--- config.mk ---
export PLATFORM = sky130hd
export DESIGN_NAME = instr_issuer_flat
export DESIGN_NICKNAME = d
export VERILOG_FILES = /design/src/rtl/instr_issuer_if.sv /design/src/rtl/instr_issuer.sv /design/src/flat_wrapper.sv
export SDC_FILE = /design/constraint.sdc
export NUM_CORES = 1
export LEC_CHECK = 0
export CORE_MARGIN = 3
export CORE_UTILIZATION = 59
export CTS_BUF_LIST = sky130_fd_sc_hd__clkbuf_4
export CTS_CLUSTER_DIAMETER = 100
export DETAILED_ROUTE_END_ITERATION = 10
export PLACE_DENSITY_LB_ADDON = 0.12
export RECOVER_POWER = 100
export SYNTH_ARGS = -nofsm -noshare
export SYNTH_HDL_FRONTEND = slang
export SYNTH_SLANG_ARGS = --single-unit
--- constraint.sdc ---
create_clock -name i_clk -period 3.9 [get_ports i_clk]
set_input_delay 1.17 -clock i_clk [delete_from_list [all_inputs] [get_ports i_clk]]
set_output_delay 1.17 -clock i_clk [all_outputs]
set_load 0.03 [all_outputs]
--- src/rtl/instr_issuer_if.sv ---
// Instruction issuer bus: instruction ROM read port plus processor launch handshake.
// master = issuer side, slave = ROM/processor side.
interface instr_issuer_if;
   logic [4:0] rom_addr;
   logic [7:0] rom_data;
   logic [7:0] din;
   logic       run_sig;
   logic       done_sig;

   modport master (
      output rom_addr,
      output din,
      output run_sig,
      input  rom_data,
      input  done_sig
   );

   modport slave (
      input  rom_addr,
      input  din,
      input  run_sig,
      output rom_data,
      output done_sig
   );
endinterface

--- src/rtl/instr_issuer.sv ---
// instr_issuer: fetches instruction words (and MVI immediates) from a 32-entry ROM
// with one cycle of read latency, launches each instruction with a one-cycle RUN_SIG
// pulse and waits in EXEC for the processor's DONE_SIG. Opcode 3'b111 halts the run.
// Optional EXEC watchdog: define INSTR_ISSUER_WATCHDOG_EN to add a 16-cycle timeout
// that halts the issuer and raises o_wdt_err.
// All outputs are registered; their next values are derived from the next state so
// that each output is already valid in the first cycle of the state it belongs to.
module instr_issuer (
   input  logic           i_clk,
   input  logic           i_rst,
   input  logic           i_start,
   instr_issuer_if.master io_bus,
   output logic           o_busy,
   output logic           o_halted,
   output logic [4:0]     o_pc
`ifdef INSTR_ISSUER_WATCHDOG_EN
   ,
   output logic           o_wdt_err
`endif
);

   localparam logic [2:0] OP_MVI  = 3'b001;
   localparam logic [2:0] OP_HALT = 3'b111;

   typedef enum logic [2:0] {
      S_IDLE      = 3'd0,
      S_FETCH     = 3'd1,
      S_LATCH     = 3'd2,
      S_IMM_FETCH = 3'd3,
      S_IMM_LATCH = 3'd4,
      S_ISSUE     = 3'd5,
      S_EXEC      = 3'd6,
      S_HALT      = 3'd7
   } state_t;

   state_t     r_state;
   state_t     w_next_state;
   logic [4:0] r_pc,       w_pc_nxt;
   logic [4:0] r_rom_addr, w_rom_addr_nxt;
   logic [7:0] r_ir,       w_ir_nxt;
   logic [7:0] r_imm,      w_imm_nxt;
   logic [7:0] r_din,      w_din_nxt;
   logic       r_run,      w_run_nxt;
   logic       r_busy,     w_busy_nxt;
   logic       r_halted,   w_halted_nxt;
   logic [2:0] w_rom_op;
   logic [2:0] w_ir_op;
   logic       w_ir_is_mvi;

   assign w_rom_op    = io_bus.rom_data[7:5];
   assign w_ir_op     = r_ir[7:5];
   assign w_ir_is_mvi = (w_ir_op == OP_MVI);

`ifdef INSTR_ISSUER_WATCHDOG_EN
   logic [4:0] r_wdt_cnt, w_wdt_cnt_nxt;
   logic       r_wdt_err, w_wdt_err_nxt;
   logic       w_wdt_expire;

   // The 16th EXEC cycle without DONE_SIG is the timeout cycle (counter cleared on entry).
   assign w_wdt_expire = (r_state == S_EXEC) && !io_bus.done_sig && (r_wdt_cnt == 5'd15);
`endif

   // State register with synchronous reset.
   always_ff @(posedge i_clk) begin
      if (i_rst) begin
         r_state <= S_IDLE;
      end else begin
         r_state <= w_next_state;
      end
   end

   // Next-state logic; START only matters in IDLE/HALT, DONE_SIG only in EXEC.
   always_comb begin
      w_next_state = r_state;
      case (r_state)
         S_IDLE: begin
            if (i_start) w_next_state = S_FETCH;
            else         w_next_state = S_IDLE;
         end
         S_FETCH:     w_next_state = S_LATCH;
         S_LATCH: begin
            if (w_rom_op == OP_HALT)     w_next_state = S_HALT;
            else if (w_rom_op == OP_MVI) w_next_state = S_IMM_FETCH;
            else                         w_next_state = S_ISSUE;
         end
         S_IMM_FETCH: w_next_state = S_IMM_LATCH;
         S_IMM_LATCH: w_next_state = S_ISSUE;
         S_ISSUE:     w_next_state = S_EXEC;
         S_EXEC: begin
            if (io_bus.done_sig)   w_next_state = S_FETCH;
`ifdef INSTR_ISSUER_WATCHDOG_EN
            else if (w_wdt_expire) w_next_state = S_HALT;
`endif
            else                   w_next_state = S_EXEC;
         end
         S_HALT: begin
            if (i_start) w_next_state = S_FETCH;
            else         w_next_state = S_HALT;
         end
         default:     w_next_state = S_IDLE;
      endcase
   end

   // Output/datapath next values; PC is computed first because ROM_ADDR follows it.
   always_comb begin
      w_pc_nxt  = r_pc;
      w_ir_nxt  = r_ir;
      w_imm_nxt = r_imm;
      w_din_nxt = r_din;
      case (r_state)
         S_LATCH: begin
            w_ir_nxt = io_bus.rom_data;
            w_pc_nxt = r_pc + 5'd1;
            // DIN presents the instruction in ISSUE; a HALT or MVI word leaves DIN as is.
            if (w_next_state == S_ISSUE) w_din_nxt = io_bus.rom_data;
            else                         w_din_nxt = r_din;
         end
         S_IMM_LATCH: begin
            w_imm_nxt = io_bus.rom_data;
            w_pc_nxt  = r_pc + 5'd1;
            w_din_nxt = r_ir;
         end
         S_ISSUE: begin
            // During EXEC the processor sees the immediate of an MVI, else the instruction.
            if (w_ir_is_mvi) w_din_nxt = r_imm;
            else             w_din_nxt = r_ir;
         end
         S_HALT: begin
            if (i_start) w_pc_nxt = 5'd0;
            else         w_pc_nxt = r_pc;
         end
         default: begin
            w_pc_nxt = r_pc;
         end
      endcase

      if ((w_next_state == S_FETCH) || (w_next_state == S_IMM_FETCH)) w_rom_addr_nxt = w_pc_nxt;
      else                                                             w_rom_addr_nxt = r_rom_addr;

      w_run_nxt    = (w_next_state == S_ISSUE);
      w_busy_nxt   = (w_next_state != S_IDLE) && (w_next_state != S_HALT);
      w_halted_nxt = (w_next_state == S_HALT);
   end

   // Registered outputs and instruction/immediate holding registers.
   always_ff @(posedge i_clk) begin
      if (i_rst) begin
         r_pc       <= 5'd0;
         r_rom_addr <= 5'd0;
         r_ir       <= 8'd0;
         r_imm      <= 8'd0;
         r_din      <= 8'd0;
         r_run      <= 1'b0;
         r_busy     <= 1'b0;
         r_halted   <= 1'b0;
      end else begin
         r_pc       <= w_pc_nxt;
         r_rom_addr <= w_rom_addr_nxt;
         r_ir       <= w_ir_nxt;
         r_imm      <= w_imm_nxt;
         r_din      <= w_din_nxt;
         r_run      <= w_run_nxt;
         r_busy     <= w_busy_nxt;
         r_halted   <= w_halted_nxt;
      end
   end

`ifdef INSTR_ISSUER_WATCHDOG_EN
   // Watchdog next values: count EXEC cycles, flag on expiry, clear on restart.
   always_comb begin
      w_wdt_cnt_nxt = r_wdt_cnt;
      w_wdt_err_nxt = r_wdt_err;
      if ((r_state != S_EXEC) && (w_next_state == S_EXEC)) w_wdt_cnt_nxt = 5'd0;
      else if (r_state == S_EXEC)                          w_wdt_cnt_nxt = r_wdt_cnt + 5'd1;
      else                                                 w_wdt_cnt_nxt = r_wdt_cnt;
      if (w_wdt_expire)                                                w_wdt_err_nxt = 1'b1;
      else if (((r_state == S_IDLE) || (r_state == S_HALT)) && i_start) w_wdt_err_nxt = 1'b0;
      else                                                             w_wdt_err_nxt = r_wdt_err;
   end

   // Watchdog registers.
   always_ff @(posedge i_clk) begin
      if (i_rst) begin
         r_wdt_cnt <= 5'd0;
         r_wdt_err <= 1'b0;
      end else begin
         r_wdt_cnt <= w_wdt_cnt_nxt;
         r_wdt_err <= w_wdt_err_nxt;
      end
   end

   assign o_wdt_err = r_wdt_err;
`endif

   assign io_bus.rom_addr = r_rom_addr;
   assign io_bus.din      = r_din;
   assign io_bus.run_sig  = r_run;
   assign o_busy          = r_busy;
   assign o_halted        = r_halted;
   assign o_pc            = r_pc;

endmodule

--- src/flat_wrapper.sv ---
// flat-port wrapper written by rule: the top's interface ports become plain ports
module instr_issuer_flat 
  (i_clk, i_rst, i_start, o_busy, o_halted, o_pc, io_bus_rom_addr, io_bus_din, io_bus_run_sig, io_bus_rom_data, io_bus_done_sig);
  instr_issuer_if io_bus_i ();
  input  logic i_clk;
  input  logic i_rst;
  input  logic i_start;
  output logic o_busy;
  output logic o_halted;
  output logic [4:0] o_pc;
  output wire logic [$bits(io_bus_i.rom_addr)-1:0] io_bus_rom_addr;
  output wire logic [$bits(io_bus_i.din)-1:0] io_bus_din;
  output wire logic [$bits(io_bus_i.run_sig)-1:0] io_bus_run_sig;
  input wire logic [$bits(io_bus_i.rom_data)-1:0] io_bus_rom_data;
  input wire logic [$bits(io_bus_i.done_sig)-1:0] io_bus_done_sig;
  assign io_bus_rom_addr = io_bus_i.rom_addr;
  assign io_bus_din = io_bus_i.din;
  assign io_bus_run_sig = io_bus_i.run_sig;
  assign io_bus_i.rom_data = io_bus_rom_data;
  assign io_bus_i.done_sig = io_bus_done_sig;
  instr_issuer u_core (.i_clk(i_clk), .i_rst(i_rst), .i_start(i_start), .io_bus(io_bus_i), .o_busy(o_busy), .o_halted(o_halted), .o_pc(o_pc));
endmodule
Word-level counts from Yosys, hierarchy flattened
Cells that the tools add are included.
Widths: inputs -> output; s select.
- output and inout bits: 21
- word-level logic and storage cells: 44
- bits of input ports: 12
- register bits after elaboration: 40
- muxes and demuxes: 11
- reduce and logical (&&, ||, !) cells: 7
- $add $sub $neg: 1
- eq/ne operators: 16
- operators by type and width (cell ; count):
    $pmux 3 s8 ; 1
    $pmux 8 s3 ; 1
    $eq 3x3->1 const B ; 7
    $mux 8 ; 2
    $eq 3x1->1 const B ; 4
    $mux 3 ; 4
    $pmux 5 s2 ; 1
    $eq 3x2->1 const B ; 3
    $reduce_bool 3->1 ; 2
    $add 5x1->5 const B ; 1
    $mux 5 ; 1
    $logic_not 3->1 ; 1
    $ne 3x3->1 const B ; 1
    $ne 2x1->1 const B ; 1
    $reduce_and 2->1 ; 1
    $reduce_or 2->1 ; 1
    $logic_and 1x1->1 ; 1
    $logic_or 1x1->1 ; 1
    $mux 1 ; 1

Logic depth before layout (Yosys ltp)
Gate-level depths: netlist (run 1).
- depth after elaboration: 7
- gate-level depth with buffers: 6

Worst setup path after synthesis (run 1)
No wires, ideal clock.
- path type: in2reg
- start: input io_bus_rom_data[5]
- end: register u_core.r_rom_addr[4], in the netlist u_core.io_bus.rom_addr[4]
- cell stages on the path: 6
- setup time: 0.123 ns
- arrival: 2.364 ns
- path buffers: 2
- data required time: 3.777 ns
- setup slack: 1.413 ns
- cells stage by stage: buf_4 -> or3b_1 -> o22ai_1 -> or2_1 -> buf_4 -> mux2_1
- cells in the longest elaborated chain, start to end: 6
- elaborated cells on any way between the ends: 8
- those cells by class: 4 x eq/ne; 3 x mux; 1 x reduce/logical
- ends and longest elaborated chain (what ; RTL line ; RTL):
    from (decl) ; flat_wrapper.sv:14 ; input wire logic [$bits(io_bus_i.rom_data)-1:0] io_bus_rom_data;
    $eq 3x1->1 ; instr_issuer.sv:83 ; else if (w_rom_op == OP_MVI) w_next_state = S_IMM_FETCH;
    $mux 3 ; instr_issuer.sv:83 ;
    $mux 3 * ; instr_issuer.sv:82 ; if (w_rom_op == OP_HALT) w_next_state = S_HALT;
    $pmux 3 s8 * ; instr_issuer.sv:75 ; case (r_state)
    $eq 3x1->1 / $eq 3x2->1 (equally long branches) ; instr_issuer.sv:137 ; if ((w_next_state == S_FETCH) || (w_next_state == S_IMM_FETCH)) w_rom_addr_nxt = w_pc_nxt;
    $logic_or 1x1->1 * ; instr_issuer.sv:137 ;
    to (signal assigned) ; instr_issuer.sv:158 ; r_rom_addr <= w_rom_addr_nxt;
    to (decl) ; instr_issuer.sv:39 ; logic [4:0] r_rom_addr, w_rom_addr_nxt;
Mark *: on every way between the ends. The rest lies on a longest branch, timed or not.
A chain may end at the register's enable or synchronous reset.

Worst setup path after layout (run 1)
- start: input io_bus_rom_data[7]
- end: register u_core.r_din[6], in the netlist u_core.io_bus.din[6]
- cells in the longest elaborated chain, start to end: 7
- elaborated cells on any way between the ends: 8
- those cells by class: 4 x eq/ne; 3 x mux; 1 x reduce/logical
- ends and longest elaborated chain (what ; RTL line ; RTL):
    $eq 3x1->1 ; instr_issuer.sv:83 ;
    $mux 3 ; instr_issuer.sv:83 ;
    $mux 3 * ; instr_issuer.sv:82 ;
    $pmux 3 s8 * ; instr_issuer.sv:75 ;
    $eq 3x3->1 * ; instr_issuer.sv:115 ; if (w_next_state == S_ISSUE) w_din_nxt = io_bus.rom_data;
    $ne 2x1->1 (no source line) * ; - ;
    $reduce_and 2->1 (no source line) * ; - ;
    to (signal assigned) ; instr_issuer.sv:161 ; r_din <= w_din_nxt;
    to (decl) ; instr_issuer.sv:42 ; logic [7:0] r_din, w_din_nxt;
Marked as above.

==> metrics.md, run 1 <==
| Metric | Value |
|---|---|
| First-pass GRT wire length | between 7 and 8 mm |
| Worst setup path class | in2reg |
| Resize count post-CTS | 0 |
| Clk slew on worst S/H paths | approximately 0.12 ns |
| Worst slew pin tran | around 0.83 ns |
| FF-to-FF path depth | 4 |
| Clk sink count | 40 |
| Library cells used by synthesis | 55 |
| Routed Antenna Nets | 0 |
| Nets | around 270 |
| Synthesized area | 2011 um^2 |
| GRT overflow | 0 |
| FP Rows | 20 |
| Final hold slack | roughly 0.47 ns |
| Final HPWL from detailed placement | roughly 3.1 mm |
| I/O pins | 33 |
| Largest net degree at the start of global routing | 26 |
| Num CTS Buffers | 5 |
| Max Freq | approximately 340 MHz |
| Avg Synthesized Cell Area | 8.704 um^2 |
| Setup Fix Bufs, Post-CTS | 0 |
| Critical Path Start | io_bus_rom_data[7] |
| Commonest non-fill, non-tap cell in the layout | nand2_1 |
| Layout cell share with drive strength beyond 1 | 0.07722 |
| Most frequent cells in the layout | nand2_1, dfxtp_1, a21oi_1, dlygate4sd3_1, nor2_1 |
| Clock Root Buffer | clkbuf_4 |
| Unrepaired setup endpoints after global routing | no |
| Initial Util | 0.6377 |
| Worst Path Required | around 4.1 ns |
| Status | finished, final reports clean |
| CTS tree | done |
| Final WL | roughly 4.6 mm |
| Power Dens Cells | approximately 410 nW/um^2 |
| Mux contribution to synthesized area | 0.03298 |
| Core area | roughly 3200 um^2 |
| Hold crit path type | reg2reg |
| Die area | 4144 um^2 |
| Period utilization | 0.7569 |
| Drt wl/cell | about 15 um |
| Hold_sp | u_core.r_imm[4] |
| Post-Synth Simple-Gate Area | 0.2197 |
| # diodes | 0 |
| Adder-Cell Fraction of Synth Area | 0.006223 |
| Initial DRC Count | roughly 250 |
| Via-to-Cell Ratio | approximately 6.0 |
| Synth warn | 0 |
| Max-cap viol count | 0 |
| Post-Synthesis Cells | approximately 230 |
| Vias | 1,830 |
| Maximum VDD drop | about 0.27 mV |
| Htree depth | 2 |
| Seq/Total Area, Yosys | 0.3983 |
| Slew Limit Fails | 0 |
| XOR/XNOR Fraction of Synth Area | 0.01618 |
| Initial antenna violation count | 0 |
| Worst skew pair latency | about 0.35 ns |
| Final setup viols | 0 |
| Compound-Gate Fraction of Synth Area | 0.2676 |
| Final Hold Vio Count | 0 |
| TNS Setup | 0 ns |
| Die Height | ~64 um |
| Gr usage total | 0.2330 |
| Placer Congestion | roughly 0.82 |
| Detailed Routing Iterations Pass 1 | 6 |
| I/O Buffers | 32 |
| Synthesized Nets | 244 |
| Number of synthesized flops with an enable pin | 0 |
| Primary FF master, synth | dfxtp_1 |
| Vias in the first global route | between 1,500 and 2,000 |
| Chip Width | 64.38 um |
| CP Launch Type | input pin |
| Hold Path Cell Cnt | 2 |
| Post-cts hold buffer count | 0 |
| Synthesis-to-finish area growth | 15.99% |
| Largest buffer count on any clock path | 2 |
| WP data arrival | roughly 3.2 ns |
| Pleak | just under 0.9 nW |
| Worst r2r src | u_core.r_state[2] |
| Slew HR | 0.4470 |
| Share of async-settable or async-resettable flops after synthesis | 0 |
| DRC Markers | 0 |
| Number of synthesized register bits | 40 |
| Min cycle time layout | 2.952 ns |
| CP max FO | 9 |
| Worst Clk Skew | around 0.0022 ns |
| Largest family of logic cells by synthesized area | compound AO/OA/AOI/OAI gates |
| Overall power after layout | 959.5 uW |
| Crit end category | flip-flop |
| # fillers | 267 |
[stage by stage]
stage | setup slack (ns) | util | cell area, um^2 | std cells
6_report | 0.9481 | 0.7397 | 2332 | 303
5_1_grt | 0.7860 | 0.7397 | 2332 | 303
4_1_cts | 1.128 | 0.7512 | 2369 | 303
3_5_place_dp | 0.7518 | 0.7333 | 2312 | 295
3_3_place_gp | 0.7776 | 0.7333 | 2312 | 295
2_1_floorplan | 1.413 | - | 2011 | 231
[synth_stat cells, drive strengths merged (2+ instances only)]
library cell,number,area [um^2]
nand3,3,15.01
nand2,45,168.9
o21a,2,15.01
buf,13,92.58
inv,4,15.01
or2,3,18.77
a31oi,2,12.51
a21oi,25,136.4
o22ai,4,25.02
mux2,2,26.27
nand2b,4,25.02
a211oi,2,15.01
a222oi,5,50.05
a21boi,3,22.52
o221ai,4,35.03
nor2,11,48.80
a221o,2,20.02
mux2i,4,40.04
a211o,2,17.52
dfxtp,40,800.8
o31ai,5,37.54
and3,4,25.02
or3b,3,28.78
a311oi,2,30.03
nor3,6,35.03
o21ai,6,30.03
clkbuf,3,11.26
a21o,2,15.01
nor2b,4,25.02
[final cells by class]
type / count / area (um^2) / area share
Multi-Input combinational cell: 171 / 1055 / 0.4523
Sequential cell: 40 / 800.8 / 0.3433
Timing Repair Buffer: 36 / 350.3 / 0.1502
Tap cell: 44 / 55.05 / 0.02361
Clock buffer: 5 / 37.54 / 0.01609
Clock inverter: 3 / 18.77 / 0.008047
Inverter: 4 / 15.01 / 0.006438
[kinds of logic (layout without fill, tap and decap cells)]
logic type      after synthesis  after routing
xor+xnor                      2              2
flops                        40             40
buf+inv                      20             48
fa+ha+maj                     1              1
mux                           6              6
compound gates               73             73
simple gates                 89             89
[state kept, by name (all words and copies together), names as in the netlist]
name	flops
u_core.io_bus.rom_addr	5
u_core.r_imm	8
u_core.r_ir	8
u_core.io_bus.run_sig	1
u_core.r_state	3
u_core.o_pc	5
u_core.io_bus.din	8
u_core.o_halted	1
u_core.o_busy	1
[power by group]
| group | leakage (nW) | total (mW) | internal (mW) | switching, mW |
|---|---|---|---|---|
| logic | 0.538 | 0.268 | 0.111 | 0.157 |
| clock network | 0.0249 | 0.211 | 0.0679 | 0.143 |
| registers | 0.325 | 0.481 | 0.443 | 0.0378 |
[per-layer routing]
layer  part of all wire  vias to the layer above  global-route usage
met5                  0                        -                   0
met4              0.021                        0             0.09499
met3              0.074                       12             0.05272
met2               0.48                       77              0.3660
met1               0.43                      844              0.3075
li1                   -                      897                   -
[critical path, cell delays in order]
cell and delay [ns]:
dlygate4sd3_1 0.61, xnor2_1 0.20, a21oi_1 0.61, or2_0 0.43
a311oi_2 0.16
[path summary, 6_finish.rpt]
| path | endpoint | slack (ns) |
|---|---|---|
| max reg2reg | u_core.io_bus.din[6] | 1.41 |
| max | u_core.io_bus.din[6] | 0.95 |
| min reg2reg | u_core.r_imm[4] | 0.47 |
| min | u_core.r_imm[4] | 0.47 |
(Power assumes the default switching activity.)
==> run 2: changes to the inputs <==
--- a/config.mk
+++ b/config.mk
@@ -6,7 +6,7 @@
 export NUM_CORES = 1
 export LEC_CHECK = 0
 export CORE_MARGIN = 3
-export CORE_UTILIZATION = 59
+export CORE_UTILIZATION = 55
 export CTS_BUF_LIST = sky130_fd_sc_hd__clkbuf_4
 export CTS_CLUSTER_DIAMETER = 100
 export DETAILED_ROUTE_END_ITERATION = 10
==> constraint.sdc (replaced) <==
create_clock -name i_clk -period 3.1 [get_ports i_clk]
set_input_delay 0.93 -clock i_clk [delete_from_list [all_inputs] [get_ports i_clk]]
set_output_delay 0.93 -clock i_clk [all_outputs]
set_load 0.03 [all_outputs]
==> run 2 against run 1 <==
  * Routed wire length grew 3.5%
  * Register-to-register slack lost 0.54 ns
  * Highest routed layer unchanged
  * Power grew 35%
  * Non-clock buffer count grew 2
  * Critical path type unchanged
  * Worst hold slack is essentially flat
  * Cell count grew 1.3%
  * Design area grew 2.1%
  * Setup slack lost 0.50 ns
==> metrics.md, run 2 (synthesis results as in run 1) <==
| Metric | Value |
|---|---|
| Setup WS post-layout | 0.4467 ns (-0.5014 ns) |
| Worst Clk Skew | 0.01271 ns (+0.01054 ns) |
| Core area | 3416 um^2 (+8.3%) |
| Synthesis-to-finish area growth | 18.42% |
| GRT overflow | 0 (unchanged) |
| Slew HR | 0.4408 (-0.006112) |
| # diodes | 0 (unchanged) |
| Largest buffer count on any clock path | 2 (unchanged) |
| Final Hold Vio Count | 0 (unchanged) |
| Commonest non-fill, non-tap cell in the layout | nand2_1 |
| Initial Util | 0.5886 (-0.04905) |
| I/O pins | 33 (unchanged) |
| Final WL | 4.727 mm (+3.5%) |
| WP buf/inv | 1 (unchanged) |
| Layout cell share with drive strength beyond 1 | 0.08429 (+0.007071) |
| TNS Setup | 0 ns (unchanged) |
| WP data arrival | 2.90 ns (-0.28 ns) |
| Reg2Reg Setup Slack | 0.87 ns (-0.54 ns) |
| Worst r2r src | u_core.r_state[0] |
| Overall power after layout | 1.298 mW (+35%) |
| Final cell count without fillers | 307 (+1.3%) |
| Num CTS Buffers | 5 (unchanged) |
| Drt wl/cell | 15.40 um (+2.1%) |
| Chip Width | 66.47 um (+3.2%) |
| Worst setup path endpoint | u_core.io_bus.rom_addr[3] |
| Die Height | 66.47 um (+3.2%) |
| Via-to-Cell Ratio | 6.036 (about the same) |
| CTS tree | done |
| Max Freq | between 300 and 400 MHz |
| Placer Congestion | 0.7990 (-2.7%) |
| Maximum VDD drop | 0.3244 mV (+19%) |
| Detailed Routing Iterations Pass 1 | 5 (-1) |
| Hold Path Cell Cnt | 2 (unchanged) |
| FP Rows | 21 (+5.0%) |
| CP max FO | 5 (-4) |
| Final setup viols | 0 (unchanged) |
| Stages on the worst setup path | 5 (unchanged) |
| Critical Path Start | io_bus_rom_data[7] |
| Clock Root Buffer | clkbuf_4 |
| Resize count post-CTS | 0 (unchanged) |
| Power Dens Cells | 545.2 nW/um^2 (+33%) |
| Critical path's top delay family | simple AND/OR/NAND/NOR gates |
| Worst skew pair latency | 0.36 ns (about the same) |
| Post-cts hold buffer count | 0 (unchanged) |
| Most frequent cells in the layout | nand2_1, dfxtp_1, a21oi_1, dlygate4sd3_1, nor2_1 |
| Final HPWL from detailed placement | 3.195 mm (+1.9%) |
| Placed insts | 299 (+1.4%) |
| Worst setup path class | in2reg |
| Slowest stage delay, CP | 0.62 ns (about the same) |
| Htree depth | 2 (unchanged) |
| Slew Limit Fails | 0 (unchanged) |
| R2r endpoint | u_core.io_bus.din[6] |
| Routed Antenna Nets | 0 (unchanged) |
| Vias | 1,853 (+1.3%) |
| DRC Markers | 0 (unchanged) |
| Clk sink count | 40 (unchanged) |
| CP max stage cell | dlygate4sd3_1 |
| Worst path cell trace | dlygate4sd3_1, or3b_1, o22ai_1, or2_0, mux2_1 |
| Max-cap viol count | 0 (unchanged) |
| Hold crit path type | reg2reg |
| Unrepaired setup endpoints after global routing | no |
| Setup Fix Bufs, Post-CTS | 0 (unchanged) |
| Pleak | 0.9172 nW (+3.4%) |
| I/O Buffers | 32 (unchanged) |
| First-pass GRT wire length | 8.004 mm (+5.6%) |
| Largest net degree at the start of global routing | 27 (+3.8%) |
| Clk slew on worst S/H paths | 0.13 ns (about the same) |
| CP Launch Type | input pin |
| Gr usage total | 0.2333 (+0.0002982) |
| Final Instance Area | 2381 um^2 (+2.1%) |
| Hold_sp | u_core.r_ir[3] |
| Period utilization | 0.8559 |
| Initial DRC Count | 185 (-25%) |
| Nets | 273 (+0.74%) |
| Dpl ws | 0.2536 ns (-0.4982 ns) |
| Initial antenna violation count | 0 (unchanged) |
| Min cycle time layout | between 2 and 3 ns |
| Worst slew pin tran | 0.8376 ns (+0.009155 ns) |
| Placed cell area | 2330 um^2 (+0.76%) |
| Worst Path Required | 3.35 ns (-0.78 ns) |
| Crit end category | flip-flop |
| Status | finished, final reports clean |
| FF-to-FF path depth | 4 (unchanged) |
| Vias in the first global route | 1,640 (-0.97%) |
| Die area | 4418 um^2 (+6.6%) |
-- run 2: cell count changes in the layout (fill, tap and decap cells not counted) --
cell / change
buf_4: +2
clkinvlp_4: -2
a21oi_1: -1
a21oi_4: +1
and2_0: -1
and2_1: +1
bufinv_16: +1
clkinv_4: +1
mux2_1: +1
mux2_4: -1
-- run 2: worst min-delay path, stage by stage (launching register included) --
cell and delay (ns):
dfxtp_1 0.33, nand2_1 0.05, a21oi_1 0.05
-- run 2: worst min-delay path by stage --
| stage | endpoint | slack, ns |
|---|---|---|
| floorplan | u_core.r_ir[0] | 0.44 |
| detailed placement | u_core.r_ir[2] | 0.45 |
| global route | u_core.r_imm[6] | 0.49 |
| CTS | u_core.r_ir[0] | 0.46 |
| finish | u_core.r_ir[3] | 0.47 |
| global placement | u_core.r_ir[0] | 0.44 |
-- run 2: power by group --
part / switching [mW] / internal, mW / leakage [nW]
clock network: 0.179 / 0.169 / 0.0428
logic: 0.209 / 0.143 / 0.549
registers: 0.0409 / 0.557 / 0.325
-- run 2: routing by layer --
metal | share of wire | wire [um] | up-vias | GRT usage
met2 | 0.48 | 2272 | 62 | 0.3717
met4 | 0.0093 | 44 | 0 | 0.06345
li1 | - | - | 910 | -
met3 | 0.059 | 281 | 6 | 0.04722
met1 | 0.45 | 2128 | 875 | 0.3194
met5 | 0 | 0 | - | 0
-- run 2: through the flow --
step	hold WS [ns]	utilization
detailed placement	0.4470	0.6821
global placement	0.4423	0.6821
global route	0.4875	0.6971
floorplan	0.4357	-
CTS	0.4641	0.7055
finish	0.4659	0.6971
-- run 2: final cells by class --
cell class                 instances  area, um^2
multi-input combinational        171        1062
fill                             282        1035
sequential                        40       800.8
timing repair buffer              38       365.4
tap                               46       57.56
clock inverter                     3       42.54
clock buffer                       5       37.54
inverter                           4       15.01
==> run 3: changes to the inputs <==
--- a/config.mk
+++ b/config.mk
@@ -5,6 +5,7 @@
 export SDC_FILE = /design/constraint.sdc
 export NUM_CORES = 1
 export LEC_CHECK = 0
+export CAP_MARGIN = 5
 export CORE_MARGIN = 3
 export CORE_UTILIZATION = 55
 export CTS_BUF_LIST = sky130_fd_sc_hd__clkbuf_4
==> results of run 3 <==
Same layout as run 2: the final DEF is identical, and so are final timing and power.
